==> src/rtl/iig_pkg.sv <==
// Shared constants and types for the integral-image rectangle reader.
// Optional request checking is enabled by defining IIG_RECT_CHECK_EN.
package iig_pkg;

  localparam int unsigned DEF_IMG_W  = 80;
  localparam int unsigned DEF_IMG_H  = 60;
  localparam int unsigned DEF_RD_LAT = 2;
  localparam int unsigned ADDR_W     = 13;
  localparam int unsigned DATA_W     = 21;
  localparam int unsigned ACC_W      = 22;
  localparam int unsigned X_W        = 7;
  localparam int unsigned Y_W        = 6;

  typedef enum logic [1:0] {
    ST_IDLE  = 2'd0,
    ST_ISSUE = 2'd1,
    ST_DRAIN = 2'd2,
    ST_DONE  = 2'd3
  } state_e;

  // Corner issue order: A(x0-1,y0-1), B(x1,y0-1), C(x0-1,y1), D(x1,y1)
  typedef enum logic [1:0] {
    CRN_A = 2'd0,
    CRN_B = 2'd1,
    CRN_C = 2'd2,
    CRN_D = 2'd3
  } corner_e;

  typedef struct packed {
    logic valid;
    logic neg;
  } tag_t;

  typedef struct packed {
    logic [X_W-1:0] x0;
    logic [Y_W-1:0] y0;
    logic [X_W-1:0] x1;
    logic [Y_W-1:0] y1;
  } rect_t;

  // B and C are subtracted from the sum; A and D are added
  function automatic logic corner_neg(input corner_e c);
    return (c == CRN_B) || (c == CRN_C);
  endfunction

endpackage

==> src/rtl/iig_addr_gen.sv <==
// Registered (x,y) -> linear IIGBRAM address; holds its value when not enabled.
module iig_addr_gen
  import iig_pkg::*;
#(
  parameter int unsigned IMG_W = DEF_IMG_W
) (
  input  logic              clk,
  input  logic              rst_n,
  input  logic              en,
  input  logic [X_W-1:0]    x,
  input  logic [Y_W-1:0]    y,
  output logic [ADDR_W-1:0] addr
);

  logic [ADDR_W-1:0] addr_d;
  logic [ADDR_W-1:0] addr_q;

  // Address = y*IMG_W + x, updated only on a read strobe
  always_comb begin
    addr_d = addr_q;
    if (en) begin
      addr_d = ADDR_W'(ADDR_W'(y) * ADDR_W'(IMG_W)) + ADDR_W'(x);
    end
  end

  // Address register
  always_ff @(posedge clk or negedge rst_n) begin
    if (!rst_n) addr_q <= '0;
    else        addr_q <= addr_d;
  end

  assign addr = addr_q;

endmodule

==> src/rtl/iig_rect_reader.sv <==
// Rectangle-sum reader for the integral-image BRAM: S = D - B - C + A.
// Define IIG_RECT_CHECK_EN to reject malformed or out-of-range rectangles.
module iig_rect_reader
  import iig_pkg::*;
#(
  parameter int unsigned IMG_W  = DEF_IMG_W,
  parameter int unsigned IMG_H  = DEF_IMG_H,
  parameter int unsigned RD_LAT = DEF_RD_LAT
) (
  input  logic              iClk,
  input  logic              iReset_n,
  input  logic              iRun,
  input  logic              iReq_valid,
  output logic              oReq_ready,
  input  logic [X_W-1:0]    iX0,
  input  logic [X_W-1:0]    iX1,
  input  logic [Y_W-1:0]    iY0,
  input  logic [Y_W-1:0]    iY1,
  output logic              oRdreq_to_IIGBRAM,
  output logic [ADDR_W-1:0] oAddr_to_IIGBRAM,
  input  logic [DATA_W-1:0] iData,
  output logic              oSum_valid,
  input  logic              iSum_ready,
  output logic [DATA_W-1:0] oSum,
  output logic              oErr
);

  localparam int unsigned CNT_W = $clog2(RD_LAT + 4) + 1;

  if (IMG_W * IMG_H > (1 << ADDR_W) || RD_LAT < 1) begin : g_bad_cfg
    $error("iig_rect_reader: image does not fit the address space or RD_LAT is zero");
  end

  state_e                   state_q, state_d;
  logic [CNT_W-1:0]         cnt_q, cnt_d;
  rect_t                    rect_q, rect_d;
  logic                     rdreq_q, rdreq_d;
  logic                     neg_q, neg_d;
  tag_t [RD_LAT-1:0]        tag_q, tag_d;
  logic signed [ACC_W-1:0]  acc_q, acc_d;
  logic                     sum_valid_q, sum_valid_d;
  logic                     err_q, err_d;

  logic                     accept;
  logic                     bad_req;
  logic                     issuing;
  logic                     corner_live;
  rect_t                    req_in;
  rect_t                    op;
  corner_e                  corner;
  logic [X_W-1:0]           cx;
  logic [Y_W-1:0]           cy;
  tag_t                     tag_out;

  assign req_in     = '{x0: iX0, y0: iY0, x1: iX1, y1: iY1};
  assign oReq_ready = iRun && (state_q == ST_IDLE);
  assign accept     = iReq_valid && oReq_ready;

`ifdef IIG_RECT_CHECK_EN
  assign bad_req = (iX0 > iX1) || (iY0 > iY1) ||
                   (32'(iX1) >= IMG_W) || (32'(iY1) >= IMG_H);
`else
  assign bad_req = 1'b0;
`endif

  // FSM state register
  always_ff @(posedge iClk or negedge iReset_n) begin
    if (!iReset_n) state_q <= ST_IDLE;
    else           state_q <= state_d;
  end

  // FSM next-state logic; dropping iRun always returns to IDLE
  always_comb begin
    state_d = state_q;
    case (state_q)
      ST_IDLE:  if (accept) state_d = bad_req ? ST_DONE : ST_ISSUE;
      ST_ISSUE: if (cnt_q == CNT_W'(4)) state_d = ST_DRAIN;
      ST_DRAIN: if (cnt_q == CNT_W'(RD_LAT - 1)) state_d = ST_DONE;
      ST_DONE:  if (iSum_ready) state_d = ST_IDLE;
      default:  state_d = ST_IDLE;
    endcase
    if (!iRun) state_d = ST_IDLE;
  end

  // Output / datapath next values: corner selection, tag pipeline, accumulator
  always_comb begin
    rect_d      = rect_q;
    cnt_d       = cnt_q;
    acc_d       = acc_q;
    err_d       = err_q;
    sum_valid_d = 1'b0;
    tag_out     = tag_q[RD_LAT-1];

    tag_d[0] = tag_t'{valid: rdreq_q, neg: neg_q};
    for (int i = 1; i < RD_LAT; i++) begin
      tag_d[i] = tag_q[i-1];
    end

    // The first corner is issued straight from the request ports so it leaves at T+1
    op     = accept ? req_in : rect_q;
    corner = accept ? CRN_A : corner_e'(cnt_q[1:0]);
    cx     = ((corner == CRN_A) || (corner == CRN_C)) ? op.x0 - X_W'(1) : op.x1;
    cy     = ((corner == CRN_A) || (corner == CRN_B)) ? op.y0 - Y_W'(1) : op.y1;
    corner_live = ((corner == CRN_B) || (corner == CRN_D) || (op.x0 != '0)) &&
                  ((corner == CRN_C) || (corner == CRN_D) || (op.y0 != '0));
    issuing = (accept && !bad_req) ||
              ((state_q == ST_ISSUE) && (cnt_q < CNT_W'(4)));
    rdreq_d = issuing && corner_live;
    neg_d   = corner_neg(corner);

    if (tag_out.valid) begin
      if (tag_out.neg) acc_d = acc_q - ACC_W'(iData);
      else             acc_d = acc_q + ACC_W'(iData);
    end

    case (state_q)
      ST_IDLE: begin
        if (accept) begin
          rect_d = req_in;
          cnt_d  = CNT_W'(1);
          acc_d  = '0;
          err_d  = bad_req;
        end
      end
      ST_ISSUE: cnt_d = (cnt_q == CNT_W'(4)) ? '0 : cnt_q + CNT_W'(1);
      ST_DRAIN: cnt_d = cnt_q + CNT_W'(1);
      default:  ;
    endcase

    if (state_d != ST_DONE) err_d = 1'b0;
    sum_valid_d = (state_d == ST_DONE);

    // Abort: drop issued reads and forget anything still in flight
    if (!iRun) begin
      rdreq_d = 1'b0;
      neg_d   = 1'b0;
      tag_d   = '0;
      acc_d   = '0;
      cnt_d   = '0;
    end
  end

  // Datapath and output registers
  always_ff @(posedge iClk or negedge iReset_n) begin
    if (!iReset_n) begin
      rect_q      <= '0;
      cnt_q       <= '0;
      rdreq_q     <= 1'b0;
      neg_q       <= 1'b0;
      tag_q       <= '0;
      acc_q       <= '0;
      sum_valid_q <= 1'b0;
      err_q       <= 1'b0;
    end else begin
      rect_q      <= rect_d;
      cnt_q       <= cnt_d;
      rdreq_q     <= rdreq_d;
      neg_q       <= neg_d;
      tag_q       <= tag_d;
      acc_q       <= acc_d;
      sum_valid_q <= sum_valid_d;
      err_q       <= err_d;
    end
  end

  iig_addr_gen #(.IMG_W(IMG_W)) u_addr_gen (
    .clk   (iClk),
    .rst_n (iReset_n),
    .en    (rdreq_d),
    .x     (cx),
    .y     (cy),
    .addr  (oAddr_to_IIGBRAM)
  );

  assign oRdreq_to_IIGBRAM = rdreq_q;
  assign oSum_valid        = sum_valid_q;
  assign oSum              = acc_q[DATA_W-1:0];
  assign oErr              = err_q;

endmodule

==> config.mk <==
export PLATFORM = sky130hd
export DESIGN_NAME = iig_rect_reader
export DESIGN_NICKNAME = d
export VERILOG_FILES = /design/src/rtl/iig_pkg.sv /design/src/rtl/iig_addr_gen.sv /design/src/rtl/iig_rect_reader.sv
export SDC_FILE = /design/constraint.sdc
export NUM_CORES = 1
export LEC_CHECK = 0
export ABC_AREA = 0
export ABC_CLOCK_PERIOD_IN_PS = 5540
export CORE_MARGIN = 4
export CORE_UTILIZATION = 54
export CTS_BUF_LIST = sky130_fd_sc_hd__clkbuf_16
export DETAILED_ROUTE_END_ITERATION = 6
export PLACE_DENSITY = 0.82
export SLEW_MARGIN = 20
export SYNTH_ARGS = -nofsm -noshare
export SYNTH_HDL_FRONTEND = slang
export SYNTH_SLANG_ARGS = --single-unit
==> constraint.sdc <==
create_clock -name iClk -period 5.54 [get_ports iClk]
set_input_delay 1.662 -clock iClk [delete_from_list [all_inputs] [get_ports iClk]]
set_output_delay 1.662 -clock iClk [all_outputs]
set_load 0.01 [all_outputs]
After elaboration in Yosys (flattened, before gate mapping) --
Cells that the tools add are included.
Cells by class: add/sub/neg operators 6, multiply operators 1, divide/modulo/power cells 0, $lt $le $gt $ge 1, equal/unequal tests 12, shift-type cells 0, multiplexer cells 25, bitwise operators 0, reductions and logical operators 21
Operators by type and width (number):
- 22-bit two-way mux | 5
- 26-bit two-way mux | 1
- 22-bit by 21-bit adder with 22-bit output | 1
- 22-bit by 21-bit subtractor with 22-bit output | 1
- 4-bit two-way mux | 4
- 13-bit by 7-bit adder with 13-bit output | 1
- 2-bit two-way mux | 6
- 4-bit one-hot mux with 3 select lines | 1
- 2-bit == test, second input constant | 5
- 6-bit by 3-bit multiplier with 9-bit output, second input constant | 1
- 1-bit logical OR | 8
- 2-bit one-hot mux with 4 select lines | 1
- 7-bit two-way mux | 1
- 7-bit nonzero test | 1
- 7-bit by 1-bit subtractor with 7-bit output, second input constant | 1
- 6-bit two-way mux | 1
- 6-bit nonzero test | 1
- 6-bit by 1-bit subtractor with 6-bit output, second input constant | 1
- 1-bit logical AND | 5
- 1-bit two-way mux | 5
- 4-bit by 1-bit adder with 4-bit output, second input constant | 1
- 2-bit by 1-bit == test with 1-bit output, second input constant | 2
- 4-bit by 1-bit == test with 1-bit output, second input constant | 1
- 4-bit by 3-bit == test with 1-bit output, second input constant | 1
- other kinds (7) | 10
Storage, ports and cells: bits in registers 75, bits in latches 0, RAM bits 0, bits in read-only memories 0, bits of input ports 52, output and inout bits 38, memories kept 0

Depth between registers and ports, before layout --
Gate-level depths: netlist of run 1.
word-level depth 10, gate-level depth with buffers 20

Modules after synthesis --
A second synthesis of run 1 with hierarchy kept.
Unflattened totals: cell total of the unflattened synthesis 568, area, all modules 5237.5 um2
By module, submodules not included:
- iig_rect_reader | times used 1, cells each 496, area each 4405.5 um2, seq. area each 1501.4 um2
- iig_addr_gen | times used 1, cells each 72, area each 832.0 um2, seq. area each 325.3 um2

Least setup slack after synthesis of run 1 --
No wires, ideal clock.
path type input to register, start in iRun, end reg u_addr_gen.addr_q[12], in the netlist u_addr_gen.addr[12], setup time 0.151 ns, data arrival time 4.767 ns, data required time 5.389 ns, setup slack 0.621 ns, cell stages on the path 16, path buffers 4, cells stage by stage and2_1 -> nand2_1 -> buf_2 -> buf_2 -> clkbuf_1 -> clkbuf_1 -> a22oi_1 -> ha_1 -> ha_1 -> fa_1 -> xor2_1 -> o2111ai_1 -> inv_1 -> nand3_1 -> xnor2_1 -> o21ai_1
On the way: longest elaborated chain between the ends 9, elaborated cells on any way between the ends 26
RTL lines:
- start, declared | line iig_rect_reader.sv:12 | input logic iRun,
- branches (longest 9 deep; another with 13-bit by 7-bit adder with 13-bit output)
- end signal, assigned | line iig_addr_gen.sv:29 | else addr_q <= addr_d;
- end, declared | line iig_addr_gen.sv:16 | logic [ADDR_W-1:0] addr_q;
Parallel ways; which one is timed is not known. A chain may end at the register's enable or synchronous reset.

Final worst setup path of run 1 --
start in iData[0], end reg acc_q[20]
On the way: longest elaborated chain between the ends 6, elaborated cells on any way between the ends 7
RTL lines:
- start, declared | line iig_rect_reader.sv:21 | input logic [DATA_W-1:0] iData,
- 22-bit by 21-bit adder with 22-bit output / 22-bit by 21-bit subtractor with 22-bit output (equally long branches) | line iig_rect_reader.sv:113, iig_rect_reader.sv:112
- 22-bit two-way mux * | line iig_rect_reader.sv:112 | if (tag_out.neg) acc_d = acc_q - ACC_W'(iData);
- 22-bit two-way mux * | line iig_rect_reader.sv:111 | if (tag_out.valid) begin
- 22-bit two-way mux | line iig_rect_reader.sv:118 | if (accept) begin
- 22-bit two-way mux * | line iig_rect_reader.sv:116 | case (state_q)
- 22-bit two-way mux * | line iig_rect_reader.sv:134 | if (!iRun) begin
- net acc_d[20] | line iig_rect_reader.sv:40 | logic signed [ACC_W-1:0] acc_q, acc_d;
- end signal, assigned | line iig_rect_reader.sv:151 | acc_q <= '0;
- end signal, assigned | line iig_rect_reader.sv:160 | acc_q <= acc_d;
- end, declared | line iig_rect_reader.sv:40
The timed path passes the listed nets; every way through them passes the cells marked *.

==> impl_metrics.yaml, run 1 <==
synth:
  synth_cell_types: 52
  synth-async-reset-ratio_pct: 100
  synth_top_area_share_pct: 35.9
  ys_seq_elements: 73
  synthFlopType: "sky130_fd_sc_hd__dfrtp_1"
  post_synth_main_area_contributors: "sky130_fd_sc_hd__dfrtp_1 36%, sky130_fd_sc_hd__ha_1 9.6%, sky130_fd_sc_hd__xnor2_1 7.1%, sky130_fd_sc_hd__mux2_2 5.3%, sky130_fd_sc_hd__nor2_1 5.1%"
  netlist_instances: 558
  synth.yosys.warnings: 0
  netlist.top_cell.by_area: "sky130_fd_sc_hd__dfrtp_1"
  synthesis.area_mm2: 0.00509
  synth_nets: 652
  synth.avg_cell_area_um2: 9.11
  synth_edf_count: 0
  synth_sequential_area_ratio_pct: 35.9
pwr:
  p_int_uw: 2010
  share_clk_of_total_power_pct: 20.2
  power_frac_comb_pct: 54.9
  static-leakage-power_uw: 0.00286
  power_uw: 3330
  share_seq_of_total_power_pct: 24.9
  power_density_mw_per_mm2: 515
  total_switching_power_uw: 1330
  sw_frac_of_total_pct: 39.8
  vdd_drop_max_mv: 0.412
route:
  wire_per_inst_um: 15.8
  drt-initial-drc-count: 226
  drcViolationCount: 0
  detailedRoute.firstPassIterationCount: 4
  routed-via-count: 4313
  routed_wl_um: 12100
  postRouteAntennaNets: 0
  post_drt_via_cell_ratio: 5.63
clocking:
  cts.clk_slew.worst_paths_ns: 0.06
  clock_buffers_created_by_tritoncts: 9
  htree_levels: 3
  worst_skew_pair.late_latency_ns: 0.33
  maximum_buffer_depth_of_the_clock_tree: 2
  cts.root.buffer_cell: "sky130_fd_sc_hd__clkbuf_16"
  ctsHoldBuffers: 0
  cts_repair_resize_count: 0
  cts_setup_buffers: 0
  cts_tree: "yes"
  clkSinkCount: 73
critical_path:
  crit_path_start_kind: "input port"
  critical_path_required_ns: 5.72
  critical_path_source: "iData[0]"
  setup.worst_path.end_class: "flop"
  worst-path-max-fanout: 4
  critPathArrivalTime_ns: 5.45
  startpoint_to_endpoint_class_of_the_critical_path: "input port to flop"
  worst_r2r_startpoint: "state_q[1]"
floorplan:
  die_width_um: 105
  initial_core_util_pct: 55.3
  core_area_mm2: 0.00920
  die_height_um: 105
  floorplan.io_pins: 90
  fp.dieArea_mm2: 0.0110
  core.rowCount: 35
sta:
  layout_min_cycle_time_ns: 5.27
  fin_worst_hold_slack_ns: 0.454
  setup_ws_ns: 0.271
  drv_slew: 0
  skew_ns: 0.00811
  max_freq_ghz: 0.190
  setup_viol: 0
  slew_headroom_pct: 33.7
  worst-slew-pin-transition_ns: 0.994
  period_share_pct: 95.1
  rsz0062_at_grt: "false"
  hold_viol_final: 0
placement:
  buffer_ports.inserted: 88
  detailed_place_hpwl_um: 9180
  place.gp.congestion: 0.972
  detailedPlace.worstSlack_ns: -0.0297
cells_and_area:
  layout.cells.most_common: "sky130_fd_sc_hd__clkdlybuf4s50_1"
  final_net_count: 744
  post_route_cells_drive_above_1_share_pct: 9.16
  final-seq-area_mm2: 0.00183
  multi_input_area_mm2: 0.00310
  layout.filler_cells: 689
  num_antenna_cells: 0
  relative_area_change_from_synthesis_to_final_layout_pct: 27.2
  layout_common_cells: "87 x sky130_fd_sc_hd__clkdlybuf4s50_1, 73 x sky130_fd_sc_hd__dfrtp_1, 69 x sky130_fd_sc_hd__nor2_1"
hold_path:
  hold_path.class: "flop to flop"
  worst_hold_launch: "tag_q[0]"
grt:
  globalRouteOverflowTotal: 0
  grt_start_max_net_pins: 74
  gr-usage-all-layers_pct: 22.4
  antenna_found_initial: 0
  via_count_of_the_first_global_routing_pass: 4406
  grt_first_pass_wirelength_um: 20300
flow_run:
  cap_violations: 0
outcome:
  outcome: "finished clean"
==> per-layer routing <==
layer  part of all wire, %  vias up  track usage, %
li1                      -     2139               -
met1                    44     2045            27.1
met2                    49      116            40.1
met3                   5.7       13            5.37
met4                   1.0        0            5.44
met5                     0        -               0
==> logic make-up after synthesis <==
group	after synthesis	share of synthesized area [%]
simple gates	173	15.5
compound gates	120	14.6
flops	73	35.9
xor+xnor	58	9.99
mux	46	9.67
buf+inv	45	3.47
fa+ha+maj	42	10.8
other cells	1	0.0737
==> through the flow <==
step	utilization (%)	cells	setup TNS [ns]	area, um^2
5_1_grt	70.4	766	0	6470
3_3_place_gp	66.5	750	0	6110
3_5_place_dp	66.5	750	-0.0297	6110
4_1_cts	70.3	766	0	6460
2_1_floorplan	-	558	0	5090
6_report	70.4	766	0	6470
==> power by group through the flow <==
stage	Combinational [uW]	Sequential, uW	Clock [uW]
2_1_floorplan	1320	820	0
3_3_place_gp	1760	827	0
3_5_place_dp	1810	837	0
4_1_cts	1840	829	684
5_1_grt	2040	855	714
6_report	1830	831	675
==> area by class of cell <==
cell class                      instances  share of cell area (%)
Clock buffer                            9                    3.48
Sequential cell                        73                    28.2
Timing Repair Buffer                   98                    14.7
Multi-Input combinational cell        440                    47.9
Inverter                               28                    1.62
Tap cell                              111                    2.15
Clock inverter                          7                    1.93
==> final timing paths <==
path	end	slack [ns]	depth (start not counted)
worst max-delay path	acc_q[20]	0.27	16
worst min-delay path	tag_out[0]	0.45	1
worst max register to register	u_addr_gen.addr[12]	1.54	17
worst min register to register	tag_out[0]	0.45	1
max in group asynchronous	rect_q[1]	3.47	1
min in group asynchronous	acc_q[0]	1.45	1
==> state kept, by name, summed over array words and instances, names as in the netlist <==
register / flops
acc_q: 21
cnt_q: 4
neg_q: 1
oRdreq_to_IIGBRAM: 1
oSum_valid: 1
rect_q: 26
state_q: 2
tag_out: 2
tag_q: 2
u_addr_gen.addr: 13
==> cell usage after synthesis (3+ instances only) <==
cell type	number
sky130_fd_sc_hd__a21oi_1	36
sky130_fd_sc_hd__nor3_1	13
sky130_fd_sc_hd__o21ai_0	17
sky130_fd_sc_hd__a31oi_1	8
sky130_fd_sc_hd__nor4_1	3
sky130_fd_sc_hd__buf_2	3
sky130_fd_sc_hd__o21ai_1	19
sky130_fd_sc_hd__inv_2	3
sky130_fd_sc_hd__dfrtp_1	73
sky130_fd_sc_hd__or3_1	5
sky130_fd_sc_hd__mux2_2	24
sky130_fd_sc_hd__mux2i_1	21
sky130_fd_sc_hd__inv_1	25
sky130_fd_sc_hd__and2_1	9
sky130_fd_sc_hd__nor3b_1	3
sky130_fd_sc_hd__nand2_1	43
sky130_fd_sc_hd__fa_1	3
sky130_fd_sc_hd__o21a_1	4
sky130_fd_sc_hd__o211ai_1	3
sky130_fd_sc_hd__xnor2_1	41
sky130_fd_sc_hd__nor2_1	69
sky130_fd_sc_hd__a21o_1	6
sky130_fd_sc_hd__nand3_1	12
sky130_fd_sc_hd__o22ai_1	4
sky130_fd_sc_hd__ha_1	39
sky130_fd_sc_hd__a211oi_1	3
sky130_fd_sc_hd__xor2_1	17
sky130_fd_sc_hd__nor2b_1	7
sky130_fd_sc_hd__clkbuf_1	13
==> critical path, stage by stage <==
cell	delay, ns
sky130_fd_sc_hd__clkdlybuf4s50_1	0.48
sky130_fd_sc_hd__inv_1	0.09
sky130_fd_sc_hd__ha_1	0.19
sky130_fd_sc_hd__nor4b_1	0.37
sky130_fd_sc_hd__a21oi_1	0.15
sky130_fd_sc_hd__xnor2_1	0.16
sky130_fd_sc_hd__ha_1	0.22
sky130_fd_sc_hd__or3_1	0.38
sky130_fd_sc_hd__o311a_1	0.32
sky130_fd_sc_hd__a41o_1	0.29
sky130_fd_sc_hd__a211o_1	0.36
sky130_fd_sc_hd__a31oi_4	0.22
sky130_fd_sc_hd__nor3_1	0.09
sky130_fd_sc_hd__o31ai_2	0.25
sky130_fd_sc_hd__xor2_1	0.16
sky130_fd_sc_hd__nor2_1	0.05
(Power assumes the default switching activity.)
==> run 2: changes to the inputs <==
--- a/config.mk
+++ b/config.mk
@@ -9,10 +9,10 @@
 export ABC_CLOCK_PERIOD_IN_PS = 5540
 export CORE_MARGIN = 4
 export CORE_UTILIZATION = 54
-export CTS_BUF_LIST = sky130_fd_sc_hd__clkbuf_16
 export DETAILED_ROUTE_END_ITERATION = 6
 export PLACE_DENSITY = 0.82
 export SLEW_MARGIN = 20
 export SYNTH_ARGS = -nofsm -noshare
 export SYNTH_HDL_FRONTEND = slang
 export SYNTH_SLANG_ARGS = --single-unit
+export TNS_END_PERCENT = 5
==> impl_metrics.yaml, run 2 (synthesis results as in run 1) <==
cells_and_area:
  final_net_count: 744
  utilization_pct: 69.2
  layout.cells.most_common: "sky130_fd_sc_hd__clkdlybuf4s50_1"
  layout_common_cells: "87 x sky130_fd_sc_hd__clkdlybuf4s50_1, 73 x sky130_fd_sc_hd__dfrtp_1, 69 x sky130_fd_sc_hd__nor2_1"
  layout.filler_cells: 710
  largest_reg_flops: 26
  relative_area_change_from_synthesis_to_final_layout_pct: 25.1
  largest_register_by_flop_count: "rect_q"
  num_antenna_cells: 0
  layout.cell_area.non_filler_mm2: 0.00636
  post_route_cells_drive_above_1_share_pct: 9.01
sta:
  layout_min_cycle_time_ns: 5.23
  setup_ws_ns: 0.307
  tns_ns: 0
  hold_viol_final: 0
  setup_viol: 0
  worst-slew-pin-transition_ns: 1.01
  period_share_pct: 94.5
  rsz0062_at_grt: "false"
  max_freq_ghz: 0.191
  skew_ns: 0.0128
  slew_headroom_pct: 32.8
  fin_worst_hold_slack_ns: 0.457
  drv_slew: 0
grt:
  antenna_found_initial: 0
  via_count_of_the_first_global_routing_pass: 4397
  grt_first_pass_wirelength_um: 20200
  gr-usage-all-layers_pct: 22.3
  grt_start_max_net_pins: 74
  globalRouteOverflowTotal: 0
floorplan:
  die_width_um: 105
  core_area_mm2: 0.00920
  die_height_um: 105
  fp.dieArea_mm2: 0.0110
  floorplan.io_pins: 90
  core.rowCount: 35
  initial_core_util_pct: 55.3
critical_path:
  critPathArrivalTime_ns: 5.43
  cpLargestDelayFamily: "compound AO/OA/AOI/OAI gates"
  critical_path_required_ns: 5.74
  worst_r2r_startpoint: "state_q[1]"
  critical_path_source: "iData[0]"
  slowest_delay_ns: 0.48
  crit_buf_inv: 2
  rr_worst_depth: 17
  crit_path_start_kind: "input port"
  startpoint_to_endpoint_class_of_the_critical_path: "input port to flop"
  setup.worst_path.end_class: "flop"
  crit_cells: 16
  worst_path_most_repeated_cell: "sky130_fd_sc_hd__ha_1"
  cell_chain_of_the_critical_path: "clkdlybuf4s50_1 > inv_1 > ha_1 > nor4b_1 > a21oi_1 > xnor2_1 > ha_1 > or3_1 > o311a_1 > a41o_1 > a211o_1 > a31oi_4 > nor3_1 > o31ai_2 > xor2_1 > nor2_1"
  worst-path-max-fanout: 4
  timing.critical_path.slowest_stage_cell: "sky130_fd_sc_hd__clkdlybuf4s50_1"
clocking:
  cts_setup_buffers: 0
  cts.clk_slew.worst_paths_ns: 0.08
  cts_repair_resize_count: 0
  cts.root.buffer_cell: "sky130_fd_sc_hd__clkbuf_8"
  ctsHoldBuffers: 0
  maximum_buffer_depth_of_the_clock_tree: 2
  cts_tree: "yes"
  htree_levels: 3
  clock_buffers_created_by_tritoncts: 9
  worst_skew_pair.late_latency_ns: 0.34
  clkSinkCount: 73
pwr:
  power_density_mw_per_mm2: 499
  static-leakage-power_uw: 0.00281
  vdd_drop_max_mv: 0.406
route:
  routed-via-count: 4269
  wire_per_inst_um: 15.7
  drcViolationCount: 0
  post_drt_via_cell_ratio: 5.57
  drt-initial-drc-count: 197
  routed_wl_um: 12000
  postRouteAntennaNets: 0
  detailedRoute.firstPassIterationCount: 4
placement:
  detailed_place_hpwl_um: 9180
  detailedPlace.worstSlack_ns: -0.0297
  post_dp_cell_area_mm2: 0.00611
  place.gp.congestion: 0.972
  buffer_ports.inserted: 88
hold_path:
  min_delay_path_depth: 1
  worst_hold_launch: "tag_q[0]"
  hold_path.class: "flop to flop"
outcome:
  outcome: "finished clean"
flow_run:
  cap_violations: 0
## run 2: worst reg2reg max path: cells and delay by family, from the launching register on
| kind | cells | cell delay, ns |
|---|---|---|
| buf+inv | 2 | 0.24 |
| flops | 1 | 0.42 |
| mux | 1 | 0.40 |
| simple gates | 4 | 0.67 |
| compound gates | 3 | 0.51 |
| xor+xnor | 4 | 0.78 |
| fa+ha+maj | 3 | 0.90 |
## run 2: metrics by stage
stage	cells	total power, uW
after floorplan	558	2140
after global placement	750	2580
after detailed placement	750	2650
after CTS	766	3190
after global routing	766	3450
final	766	3180
## run 2: worst paths after layout
kind                                        to  slack [ns]
max in group asynchronous           rect_q[22]        3.48
min reg2reg                         tag_out[0]        0.46
min in group asynchronous             acc_q[0]        1.44
max reg2reg                u_addr_gen.addr[12]        1.51
max                                  acc_q[20]        0.31
min                                 tag_out[0]        0.46
## run 2: layout make-up
cell class / count / area [um^2] / area share (%)
Clock buffer: 9 / 124 / 1.95
Clock inverter: 7 / 125 / 1.97
Inverter: 28 / 105 / 1.65
Multi-Input combinational cell: 440 / 3090 / 48.6
Sequential cell: 73 / 1830 / 28.7
Tap cell: 111 / 139 / 2.18
Timing Repair Buffer: 98 / 953 / 15.0
## run 2: power by group
part	internal [uW]	total [uW]	leakage [uW]	switching [uW]
clock	304	515	0.000124	211
sequential	708	833	0.000934	125
combinational	853	1830	0.00175	975
## run 2: routing by layer
layer	track usage, %	part of all wire [%]	vias to the layer above
met1	27.4	45	2025
met3	6.11	5.2	10
met2	39.1	49	107
met4	4.97	0.90	0
li1	-	-	2127
met5	0	0	-
==> run 3: changes to the inputs <==
--- a/config.mk
+++ b/config.mk
@@ -7,7 +7,7 @@
 export LEC_CHECK = 0
 export ABC_AREA = 0
 export ABC_CLOCK_PERIOD_IN_PS = 5540
-export CORE_MARGIN = 4
+export CAP_MARGIN = 20
 export CORE_UTILIZATION = 54
 export DETAILED_ROUTE_END_ITERATION = 6
 export PLACE_DENSITY = 0.82
==> impl_metrics.yaml, run 3 (synthesis results as in run 1) <==
sta:
  worst-slew-pin-transition_ns: 0.922
  setup_viol: 0
  tns_ns: 0
  layout_min_cycle_time_ns: 5.25
  period_share_pct: 94.7
  skew_ns: 0.0134
  drv_slew: 0
  max_freq_ghz: 0.191
  slew_headroom_pct: 38.5
  fin_worst_hold_slack_ns: 0.449
  hold_viol_final: 0
  rsz0062_at_grt: "false"
clocking:
  cts.root.buffer_cell: "sky130_fd_sc_hd__clkbuf_8"
  cts.clk_slew.worst_paths_ns: 0.09
  clock_buffers_created_by_tritoncts: 9
  cts_repair_resize_count: 0
  maximum_buffer_depth_of_the_clock_tree: 2
  clkSinkCount: 73
  cts_setup_buffers: 0
  htree_levels: 3
  cts_tree: "yes"
  ctsHoldBuffers: 0
  worst_skew_pair.late_latency_ns: 0.34
grt:
  antenna_found_initial: 0
  grtUsageMet3_pct: 5.25
  grt-busiest-layer: "met2"
  via_count_of_the_first_global_routing_pass: 4304
  gr-usage-all-layers_pct: 25.5
  globalRouteOverflowTotal: 0
  grt_start_max_net_pins: 74
  groute.layer.met2.usage_pct: 44.4
  grt_first_pass_wirelength_um: 19800
  globalRouteMet1Util_pct: 31.5
critical_path:
  r2r-end: "u_addr_gen.addr[12]"
  worst-path-max-fanout: 4
  rr_worst_depth: 17
  crit_path_start_kind: "input port"
  worst_r2r_startpoint: "state_q[1]"
  critPathArrivalTime_ns: 5.44
  critical_path_required_ns: 5.74
  startpoint_to_endpoint_class_of_the_critical_path: "input port to flop"
  worst-r2r-setup-slack_ns: 1.60
  setup.worst_path.end_class: "flop"
cells_and_area:
  final_net_count: 746
  largest_reg_flops: 26
  relative_area_change_from_synthesis_to_final_layout_pct: 24.4
  post_route_cells_drive_above_1_share_pct: 9.13
  layout.cells.most_common: "sky130_fd_sc_hd__clkdlybuf4s50_1"
  final-seq-area_mm2: 0.00183
  largest_register_by_flop_count: "rect_q"
  multi_input_area_mm2: 0.00309
  layout.filler_cells: 706
  utilization_pct: 68.8
  num_antenna_cells: 0
  layout_common_cells: "87 x sky130_fd_sc_hd__clkdlybuf4s50_1, 73 x sky130_fd_sc_hd__dfrtp_1, 69 x sky130_fd_sc_hd__nor2_1"
  final_cells: 768
hold_path:
  worst_hold_launch: "neg_q"
  worst_hold_end: "tag_q[0]"
  min_delay_path_depth: 1
  hold_path.class: "flop to flop"
pwr:
  static-leakage-power_uw: 0.00280
  vdd_drop_max_mv: 0.395
  power_density_mw_per_mm2: 486
placement:
  place.gp.congestion: 0.950
  place.detailed.instances: 752
  buffer_ports.inserted: 88
  detailed_place_hpwl_um: 8930
route:
  routed_wl_um: 11900
  detailedRoute.firstPassIterationCount: 4
  postRouteAntennaNets: 0
  routed-via-count: 4322
  drt-initial-drc-count: 171
  post_drt_via_cell_ratio: 5.63
  drcViolationCount: 0
  wire_per_inst_um: 15.5
floorplan:
  die_width_um: 99.1
  floorplan.io_pins: 90
  die_height_um: 99.1
  core.rowCount: 35
  fp.dieArea_mm2: 0.00981
  core_area_mm2: 0.00920
  initial_core_util_pct: 55.3
outcome:
  outcome: "finished clean"
flow_run:
  cap_violations: 0
-- run 3: cell types whose count changed in the layout (fill, tap and decap cells not counted) --
cell,before,now
sky130_fd_sc_hd__clkinvlp_4,0,1
sky130_fd_sc_hd__clkinv_2,0,1
sky130_fd_sc_hd__clkinv_4,2,3
sky130_fd_sc_hd__buf_4,11,13
sky130_fd_sc_hd__bufinv_16,3,1
sky130_fd_sc_hd__clkbuf_1,0,1
sky130_fd_sc_hd__inv_6,2,0
-- run 3: report_power, final --
part | internal, uW | switching [uW] | leakage, uW
registers | 708 | 111 | 0.000934
clock network | 210 | 213 | 0.0000964
logic | 852 | 978 | 0.00177
-- run 3: worst max path at each step --
stage	from	end	slack (ns)
floorplan	iRun	u_addr_gen.addr[12]	0.62
global placement	iData[0]	acc_q[20]	0.09
detailed placement	iData[1]	acc_q[20]	-0.05
CTS	iData[1]	acc_q[20]	0.33
global route	iData[0]	acc_q[20]	0.11
finish	iData[1]	acc_q[20]	0.29
-- run 3: final cells by class --
| class | count | area share, % |
|---|---|---|
| inverters | 28 | 1.66 |
| clock inverters | 6 | 1.09 |
| flip-flops and latches | 73 | 28.9 |
| repair buffers | 100 | 15.3 |
| well taps | 111 | 2.20 |
| multi-input cells | 440 | 48.9 |
| clock buffers | 10 | 2.02 |
-- run 3: layer usage --
layer  vias to the layer above  part of all wire, %
met1                      2040                   43
met4                         0                  1.5
met2                       128                   49
met5                         -                    0
met3                        15                  5.9
li1                       2139                    -
-- run 3: critical path, cell delays in order --
cell and delay, ns:
sky130_fd_sc_hd__clkdlybuf4s50_1 0.47, sky130_fd_sc_hd__inv_1 0.10, sky130_fd_sc_hd__ha_1 0.17, sky130_fd_sc_hd__nor4b_1 0.31, sky130_fd_sc_hd__a21oi_1 0.14, sky130_fd_sc_hd__xnor2_1 0.16
sky130_fd_sc_hd__ha_1 0.23, sky130_fd_sc_hd__or3_1 0.38, sky130_fd_sc_hd__o311a_1 0.33, sky130_fd_sc_hd__a41o_1 0.29, sky130_fd_sc_hd__a211o_1 0.37, sky130_fd_sc_hd__a31oi_4 0.24
sky130_fd_sc_hd__nor3_1 0.10, sky130_fd_sc_hd__o31ai_2 0.26, sky130_fd_sc_hd__xor2_1 0.17, sky130_fd_sc_hd__nor2_1 0.05
-- run 3: per-stage QoR --
step	setup slack, ns	instance area, um^2	total power [uW]
2_1_floorplan	0.621	5090	2140
3_3_place_gp	0.0905	6130	2580
3_5_place_dp	-0.0543	6130	2640
4_1_cts	0.327	6330	3090
5_1_grt	0.108	6330	3340
6_report	0.293	6330	3070
